File: config.mk
export PLATFORM = sky130hd
export DESIGN_NAME = beat_tick_gen
export DESIGN_NICKNAME = d
export VERILOG_FILES = /design/src/rtl/beat_tick_gen.sv
export SDC_FILE = /design/constraint.sdc
export NUM_CORES = 1
export LEC_CHECK = 0
export CORE_UTILIZATION = 55
export DETAILED_ROUTE_END_ITERATION = 6
export GPL_ROUTABILITY_DRIVEN = 0
export HOLD_SLACK_MARGIN = 0.03
export PLACE_DENSITY = 0.71
export SKIP_LAST_GASP = 1
export SYNTH_ARGS = -nofsm -noshare
export SYNTH_HDL_FRONTEND = slang
export SYNTH_SLANG_ARGS = --single-unit
File: constraint.sdc
create_clock -name clk_in -period 3.5 [get_ports clk_in]
set_input_delay 1.05 -clock clk_in [delete_from_list [all_inputs] [get_ports clk_in]]
set_output_delay 1.05 -clock clk_in [all_outputs]
set_load 0.02 [all_outputs]
File: src/rtl/beat_tick_gen.sv
// Beat/tick generator: NUM_CH independent programmable dividers that produce
// a one-cycle tick, a half-rate square wave, a beat index within a bar and a
// bar pulse. Divisors are staged in a shadow register and only take effect at
// a period boundary, so a running period is never cut short or stretched.
module beat_tick_gen #(
    parameter int NUM_CH  = 4,
    parameter int CNT_W   = 32,
    parameter int DEF_DIV = 6250000,
    parameter int BEATS   = 4
) (
    input  logic                                clk_in,
    input  logic                                rst_n_in,
    input  logic [NUM_CH-1:0]                   ch_en,
    input  logic                                sync_clr,
    input  logic                                div_ld,
    input  logic [2:0]                          div_sel,
    input  logic [CNT_W-1:0]                    div_val,
    output logic                                ld_err,
    output logic [NUM_CH-1:0]                   tick_out,
    output logic [NUM_CH-1:0]                   sq_out,
    output logic [NUM_CH-1:0]                   bar_out,
    output logic [NUM_CH*$clog2(BEATS)-1:0]     beat_idx
);

    localparam int               BW        = $clog2(BEATS);
    localparam logic [CNT_W-1:0] DEF_VAL   = CNT_W'(DEF_DIV);
    localparam logic [BW-1:0]    LAST_BEAT = BW'(BEATS - 1);

    logic [CNT_W-1:0] shd_q  [NUM_CH];
    logic [CNT_W-1:0] act_q  [NUM_CH];
    logic [CNT_W-1:0] cnt_q  [NUM_CH];
    logic [BW-1:0]    beat_q [NUM_CH];

    logic              ld_ok;
    logic [NUM_CH-1:0] ld_hit;

    // Decode the shared load port: a load is legal only for a non-zero divisor
    // aimed at an existing channel; ld_hit selects the channel it writes.
    always_comb begin
        ld_ok  = div_ld && (div_val != '0) && (int'(div_sel) < NUM_CH);
        ld_hit = '0;
        for (int n = 0; n < NUM_CH; n++) begin
            ld_hit[n] = ld_ok && (int'(div_sel) == n);
        end
    end

    // Flag a rejected load one cycle later; nothing else changes on rejection.
    always_ff @(posedge clk_in or negedge rst_n_in) begin
        if (!rst_n_in) begin
            ld_err <= 1'b0;
        end else begin
            ld_err <= div_ld && !ld_ok;
        end
    end

    // Per-channel divider: disable holds the channel cleared and keeps act
    // tracking shd, sync_clr restarts the phase without a tick, otherwise the
    // counter runs and the wrap edge ticks, advances the beat and adopts shd.
    always_ff @(posedge clk_in or negedge rst_n_in) begin
        if (!rst_n_in) begin
            for (int n = 0; n < NUM_CH; n++) begin
                shd_q[n]    <= DEF_VAL;
                act_q[n]    <= DEF_VAL;
                cnt_q[n]    <= '0;
                beat_q[n]   <= '0;
                tick_out[n] <= 1'b0;
                sq_out[n]   <= 1'b0;
                bar_out[n]  <= 1'b0;
            end
        end else begin
            for (int n = 0; n < NUM_CH; n++) begin
                if (ld_hit[n]) begin
                    shd_q[n] <= div_val;
                end
                if (!ch_en[n]) begin
                    act_q[n]    <= shd_q[n];
                    cnt_q[n]    <= '0;
                    beat_q[n]   <= '0;
                    tick_out[n] <= 1'b0;
                    sq_out[n]   <= 1'b0;
                    bar_out[n]  <= 1'b0;
                end else if (sync_clr) begin
                    cnt_q[n]    <= '0;
                    beat_q[n]   <= '0;
                    tick_out[n] <= 1'b0;
                    sq_out[n]   <= 1'b0;
                    bar_out[n]  <= 1'b0;
                end else if (cnt_q[n] == (act_q[n] - CNT_W'(1))) begin
                    act_q[n]    <= shd_q[n];
                    cnt_q[n]    <= '0;
                    tick_out[n] <= 1'b1;
                    sq_out[n]   <= ~sq_out[n];
                    if (beat_q[n] == LAST_BEAT) begin
                        beat_q[n]  <= '0;
                        bar_out[n] <= 1'b1;
                    end else begin
                        beat_q[n]  <= beat_q[n] + BW'(1);
                        bar_out[n] <= 1'b0;
                    end
                end else begin
                    cnt_q[n]    <= cnt_q[n] + CNT_W'(1);
                    tick_out[n] <= 1'b0;
                    bar_out[n]  <= 1'b0;
                end
            end
        end
    end

    // Pack the registered beat indices onto the flat output bus.
    always_comb begin
        beat_idx = '0;
        for (int n = 0; n < NUM_CH; n++) begin
            beat_idx[n*BW +: BW] = beat_q[n];
        end
    end

endmodule
==> results of run 1 <==
-- through the flow --
step	instances	hold slack [ns]	worst slack, ns	cell area [µm²]	total power [mW]
after floorplan	1990	0.4585	-0.06636	21590	8.263
after global placement	2625	0.4669	-0.2099	23790	9.305
after detailed placement	2625	0.4763	-0.1911	23790	9.462
after CTS	2713	0.4856	-0.06978	25510	14.26
after global routing	2730	0.5090	-0.1664	26030	15.07
final	2730	0.4827	-0.08778	26030	14.45
-- cells in the mapped netlist, types with 33 or more instances --
cell type | count | area (µm²)
nand3_1 | 76 | 380.4
dfrtp_1 | 309 | 7732
dfstp_2 | 96 | 2522
nor4_1 | 56 | 350.3
mux2_2 | 223 | 2511
and3_1 | 41 | 256.5
clkbuf_1 | 64 | 240.2
xnor2_1 | 135 | 1182
nor3_1 | 90 | 450.4
or3_1 | 33 | 206.5
xor2_1 | 128 | 1121
nand4_1 | 38 | 237.7
nand2_1 | 87 | 326.6
nor2_1 | 188 | 705.7
mux2_1 | 40 | 450.4
-- routing by layer --
| layer | vias up | track usage [%] | wire [µm] |
|---|---|---|---|
| met3 | 111 | 3.595 | 2688 |
| met2 | 448 | 44.78 | 26110 |
| li1 | 7538 | - | - |
| met1 | 8145 | 38.98 | 24820 |
| met5 | - | 0 | 0 |
| met4 | 0 | 9.104 | 1654 |
-- cell type report --
class / instances / area [µm²]
Clock buffer: 62 / 1321
Fill cell: 2938 / 12520
Inverter: 26 / 97.59
Clock inverter: 16 / 141.4
Sequential cell: 405 / 10260
Multi-Input combinational cell: 1464 / 11200
Timing Repair Buffer: 239 / 2372
Tap cell: 518 / 648.1
-- layout by cell type (no fill, tap or decap), types with 24 or more instances in the layout --
master,instances
nor2_1,187
inv_1,26
nor4_1,43
clkdlybuf4s50_1,62
mux2_1,27
dfstp_2,96
nor3_1,84
nand2_1,87
nand4_1,38
nor2b_1,25
xnor2_1,135
mux2_2,222
o21ai_0,24
dfrtp_1,307
or3_1,28
and3_1,41
clkbuf_16,50
nand3_1,74
xor2_1,127
buf_4,142
-- power by group through the flow --
stage / Sequential, mW / Combinational, mW / Clock (mW)
after floorplan: 6.14 / 2.13 / 0
after global placement: 6.38 / 2.93 / 0
after detailed placement: 6.42 / 3.04 / 0
after CTS: 6.36 / 3.14 / 4.76
after global routing: 6.50 / 3.64 / 4.93
final: 6.40 / 3.36 / 4.69
-- registers in the layout, summed over array words and instances, names as in the netlist --
| name | count |
|---|---|
| cnt_q | 128 |
| ld_err | 1 |
| bar_out | 4 |
| beat_idx | 8 |
| tick_out | 4 |
| act_q | 128 |
| sq_out | 4 |
| shd_q | 128 |
-- worst reg2reg max path: cells and delay by family, from the launching register on --
| kind | cells | cell delay, ns |
|---|---|---|
| muxes | 1 | 0.33 |
| DFF | 1 | 0.38 |
| buffers and inverters | 2 | 0.29 |
| AOI/OAI and AO/OA | 3 | 0.53 |
| and+or+nand+nor | 4 | 1.93 |
-- logic make-up (layout without fill, tap and decap cells) --
kind of cell,after synthesis,count (layout),synth area share [%]
fa+ha+maj,12,12,0.6984
simple gates,769,769,19.18
xor+xnor,264,264,10.83
compound gates,139,139,4.685
mux,280,280,14.57
buf+inv,121,343,2.340
flops,405,405,47.70
-- worst max-delay path by stage --
stage,startpoint,to,slack [ns],depth (start not counted)
floorplan,act_q[79]$_DFFE_PN0P_,act_q[65]$_DFFE_PN0P_,-0.07,10
global placement,div_val[24],shd_q[30]$_DFFE_PN0P_,-0.21,10
detailed placement,div_val[24],shd_q[39]$_DFFE_PN0P_,-0.19,10
CTS,act_q[79]$_DFFE_PN0P_,act_q[87]$_DFFE_PN0P_,-0.07,10
global route,act_q[79]$_DFFE_PN0P_,act_q[77]$_DFFE_PN0P_,-0.17,10
finish,act_q[79]$_DFFE_PN0P_,act_q[72]$_DFFE_PN0P_,-0.09,10
-- repair_timing --
item,CTS,global route
endpoints found under the setup margin,132,206
cloned,3,4
pin swaps,1,10
buffers inserted,7,13
gates resized for setup,25,70
==> results.cfg, run 1 <==
[critical_path]
reg2regPathDepth = 10
crit_chain = or4_4 > or4_4 > or4_4 > or3b_4 > a31oi_4 > o2111ai_4 > o21ai_4 > buf_6 > buf_12 > mux2_1
critPathMaxStageDelay_ns = 0.55
worstSetupStartpointType = register
path_class = register to register
crit_required_ns = 3.94
r2r_slack_ns = -0.09
r2r_start = act_q[79]$_DFFE_PN0P_
endpoint_kind = register
cp_slowest_cell = or4_4
cp_max_fo = 10
reg2reg_to = act_q[72]$_DFFE_PN0P_
critical_path.top_delay_family = simple AND/OR/NAND/NOR gates
path_common_cell = or4_4
cp_num_buf_inv = 2
cp.arrival_ns = 4.03

[cts]
cts.clk_slew.worst_paths_ns = 0.06
cts_max_level = 2
cts_buffers = 43
cts_num_sinks = 405
cts_root_buf = clkbuf_16
postCtsHoldBufs = 0
clk_latency_ns = 0.58
clockBufferDepth = 3
cts_tree = yes

[timing]
setup_viol = 42
post-route-period-util_pct = 102.5
rsz0062_at_grt = true
maxSlewViolCount = 0
tightestPinTransition_ns = 0.8140
clock-skew-final_ns = 0.02378
max_clock_freq_mhz = 278.7
period_needed_ns = 3.588
hold_viol = 0
fin_ws_ns = -0.08778
relSlewSlack_pct = 45.23
setup_tns_ns = -1.531

[place]
port_buffers = 63
dpl.hpwl_mm = 37.50

[floorplanning]
die_x_um = 199.7
core_um2 = 38560
die_h_um = 199.7
floorplan.initialDensity_pct = 55.76
placementRows = 72
ios = 64
dieArea_um2 = 39880

[outcome]
violations = negative setup slack
status = finished, violations left

[synthesis]
synth_seq_area_share_pct = 47.70
synth-main-ff-cell = dfrtp_1
synthesis.area_um2 = 21500
ys_ff_latch = 405
synth-edff-count = 0
netlist_instances = 1990
syn_avg_cell_area_um2 = 10.80
yosys_warnings = 0
syn_nets = 2045
async_reset_ff_share_pct = 100.0
ys_types = 76

[final_layout]
utilization_pct = 67.52
drive_gt1_share_pct = 30.02
area_delta_synth_final_pct = 21.10
antenna_cells = 0
fin_nets = 2234

[pwr]
power_density_nw_per_um2 = 555.2
sequentialPowerShare_pct = 44.3
p_int_mw = 10.13
pwr-share-clk_pct = 32.5
power.leakage_nw = 10.62
power_frac_comb_pct = 23.3
power.switching_mw = 4.320
p_sw_share_pct = 29.89
ir_worst_vdd_v = 0.0003608

[grt]
overflow = 0
grtUsageTotal_pct = 27.80
grt_max_degree = 81
grt_pass1_wl_mm = 85.68
antenna_found_initial = 1
first_global_vias = 15710

[routing]
drc = 0
drt.antenna.violating_nets = 0
dr.first_iter.drc_count = 1245
vias_per_cell = 5.949
vias = 16240
routedWlPerCell_um = 20.25
drt-pass1-iter-count = 7
wl_mm = 55.27

[hold_path]
hold_class = input port to async pin

[flow_run]
maxCapViolCount = 0
Power figures use the tool's default switching activity.
==> run 2: changes to the inputs <==
--- a/config.mk
+++ b/config.mk
@@ -5,11 +5,12 @@
 export SDC_FILE = /design/constraint.sdc
 export NUM_CORES = 1
 export LEC_CHECK = 0
-export CORE_UTILIZATION = 55
+export CAP_MARGIN = 25
+export CORE_UTILIZATION = 50
 export DETAILED_ROUTE_END_ITERATION = 6
 export GPL_ROUTABILITY_DRIVEN = 0
 export HOLD_SLACK_MARGIN = 0.03
-export PLACE_DENSITY = 0.71
+export PLACE_DENSITY = 0.66
 export SKIP_LAST_GASP = 1
 export SYNTH_ARGS = -nofsm -noshare
 export SYNTH_HDL_FRONTEND = slang
==> run 2 against run 1 <==
Effect of this change: the flow still finishes with violations (negative setup slack); sequential cell count unchanged; clock skew is 0.0021 ns lower; via count down 1.0%; critical path depth fell by 1; sequential power is essentially flat; total power is 0.45% lower; combinational power shrank 1%; utilization shrank 5.8 points; critical path type unchanged; largest cell class unchanged.
==> results.cfg, run 2 (synthesis gave the netlist of run 1 again) <==
[outcome]
status = finished, violations left
violations = negative setup slack

[place]
dpl.hpwl_mm = 37.19
dp_cells = 2647
port_buffers = 63
dp_slack_ns = -0.06426

[grt]
grt_max_degree = 81
grtUsageTotal_pct = 24.50
first_global_vias = 16090
overflow = 0
grt_pass1_wl_mm = 85.86
antenna_found_initial = 3

[timing]
tightestPinTransition_ns = 0.6929
period_needed_ns = 3.522
post-route-period-util_pct = 100.6
maxSlewViolCount = 0
relSlewSlack_pct = 53.81
max_clock_freq_mhz = 283.9
setup_viol = 12
hold_viol = 0
fin_ws_ns = -0.02244
clock-skew-final_ns = 0.02165
rsz0062_at_grt = true

[floorplanning]
die_x_um = 209.4
floorplan.initialDensity_pct = 51.02
placementRows = 75
core_um2 = 42130
dieArea_um2 = 43830
die_h_um = 209.4
ios = 64

[pwr]
power_mw = 14.39
power.leakage_nw = 10.60
power_density_nw_per_um2 = 553.7
ir_worst_vdd_v = 0.0004530

[cts]
cts_tree = yes
cts_root_buf = clkbuf_16
clk_latency_ns = 0.58
cts_max_level = 2
postCtsHoldBufs = 0
cts_num_sinks = 405
cts_buffers = 43
cts.clk_slew.worst_paths_ns = 0.06
clockBufferDepth = 3

[routing]
drt.antenna.violating_nets = 0
wl_mm = 53.55
dr.first_iter.drc_count = 990
drc = 0
drt-pass1-iter-count = 5
routedWlPerCell_um = 19.51
vias_per_cell = 5.857
vias = 16080

[final_layout]
final_common_cell = dfrtp_1
final_cell_mix = dfrtp_1, mux2_2, nor2_1
antenna_cells = 0
area_delta_synth_final_pct = 20.88
reg_top3 = act_q x128, cnt_q x128, shd_q x128
final_cells = 2745
drive_gt1_share_pct = 28.79
fin_nets = 2228
nFillCells = 3383

[critical_path]
cp.arrival_ns = 3.98
cp_slowest_cell = or4_4
path_class = register to register
worstSetupStartpointType = register
path_common_cell = or4_4
endpoint_kind = register
cp_max_fo = 16
crit_required_ns = 3.96
r2r_slack_ns = -0.02
crit_chain = or4_4 > or4_4 > or4_4 > or3b_4 > a31oi_4 > o2111ai_4 > o21ai_4 > buf_12 > mux2_2
reg2regPathDepth = 9
critPathMaxStageDelay_ns = 0.55

[flow_run]
maxCapViolCount = 0

[hold_path]
hold_class = input port to async pin
run 2: cell types whose count changed in the layout (fill, tap and decap cells not counted), moves of 5 or more:
cell	before	now
mux2_2	222	189
mux2_4	14	34
mux2_1	27	40
clkbuf_8	11	5
nor4_1	43	49
clkinvlp_4	2	7
nor4_2	11	6
run 2: cell type report:
cell class / instances / area (µm²) / area share [%]
multi-input cells: 1464 / 11230 / 43.22
well taps: 539 / 674.4 / 2.595
clock buffers: 54 / 1189 / 4.574
inverters: 26 / 97.59 / 0.3755
flip-flops and latches: 405 / 10260 / 39.47
repair buffers: 233 / 2273 / 8.748
clock inverters: 24 / 265.3 / 1.021
run 2: path summary, 6_finish.rpt:
kind	startpoint	endpoint
setup reg to reg	act_q[79]$_DFFE_PN0P_	act_q[95]$_DFFE_PN0P_
hold reg to reg	shd_q[33]$_DFFE_PN0P_	act_q[33]$_DFFE_PN0P_
min in group clk_in	shd_q[33]$_DFFE_PN0P_	act_q[33]$_DFFE_PN0P_
max in group asynchronous	rst_n_in	shd_q[18]$_DFFE_PN1P_
setup / recovery	act_q[79]$_DFFE_PN0P_	act_q[95]$_DFFE_PN0P_
hold / removal	rst_n_in	tick_out[2]$_DFF_PN0_
run 2: routing by layer:
metal | vias to the layer above | wire (µm) | part of all wire, % | track usage [%]
met5 | - | 0 | 0 | 0
met4 | 0 | 1481 | 2.8 | 8.849
met3 | 106 | 2070 | 3.9 | 3.127
met2 | 379 | 25580 | 48 | 39.92
met1 | 8094 | 24420 | 46 | 33.68
li1 | 7498 | - | - | -
run 2: critical path, delay by kind of cell (launching register included):
kind | cells | cell delay, ns
multiplexers | 1 | 0.34
flip-flops | 1 | 0.38
AND/OR/NAND/NOR | 4 | 1.92
AO/OA/AOI/OAI | 3 | 0.58
buffers and inverters | 1 | 0.19
run 2: report_power, final:
| group | total [mW] | switching (mW) | internal, mW |
|---|---|---|---|
| clock | 4.67 | 1.95 | 2.72 |
| combinational | 3.32 | 1.57 | 1.76 |
| sequential | 6.39 | 0.771 | 5.62 |
run 2: what timing repair did:
action	4_1_cts	5_1_grt
hold endpoints to repair	0	0
endpoints found under the setup margin	83	170
buffers inserted	1	14
pin swaps	2	12
gates cloned	2	4
gates resized for setup	20	81
run 2: stage by stage:
stage                     util [%]    TNS, ns  hold slack, ns  instance area [µm²]
after floorplan                  -     -1.509          0.4585                21590
after global placement       56.52  -0.007486          0.4678                23810
after detailed placement     56.52     -1.448          0.4771                23810
after CTS                    60.35    -0.7538          0.4895                25430
after global routing         61.68     -3.491          0.5064                25990
final                        61.68   -0.06577          0.4628                25990
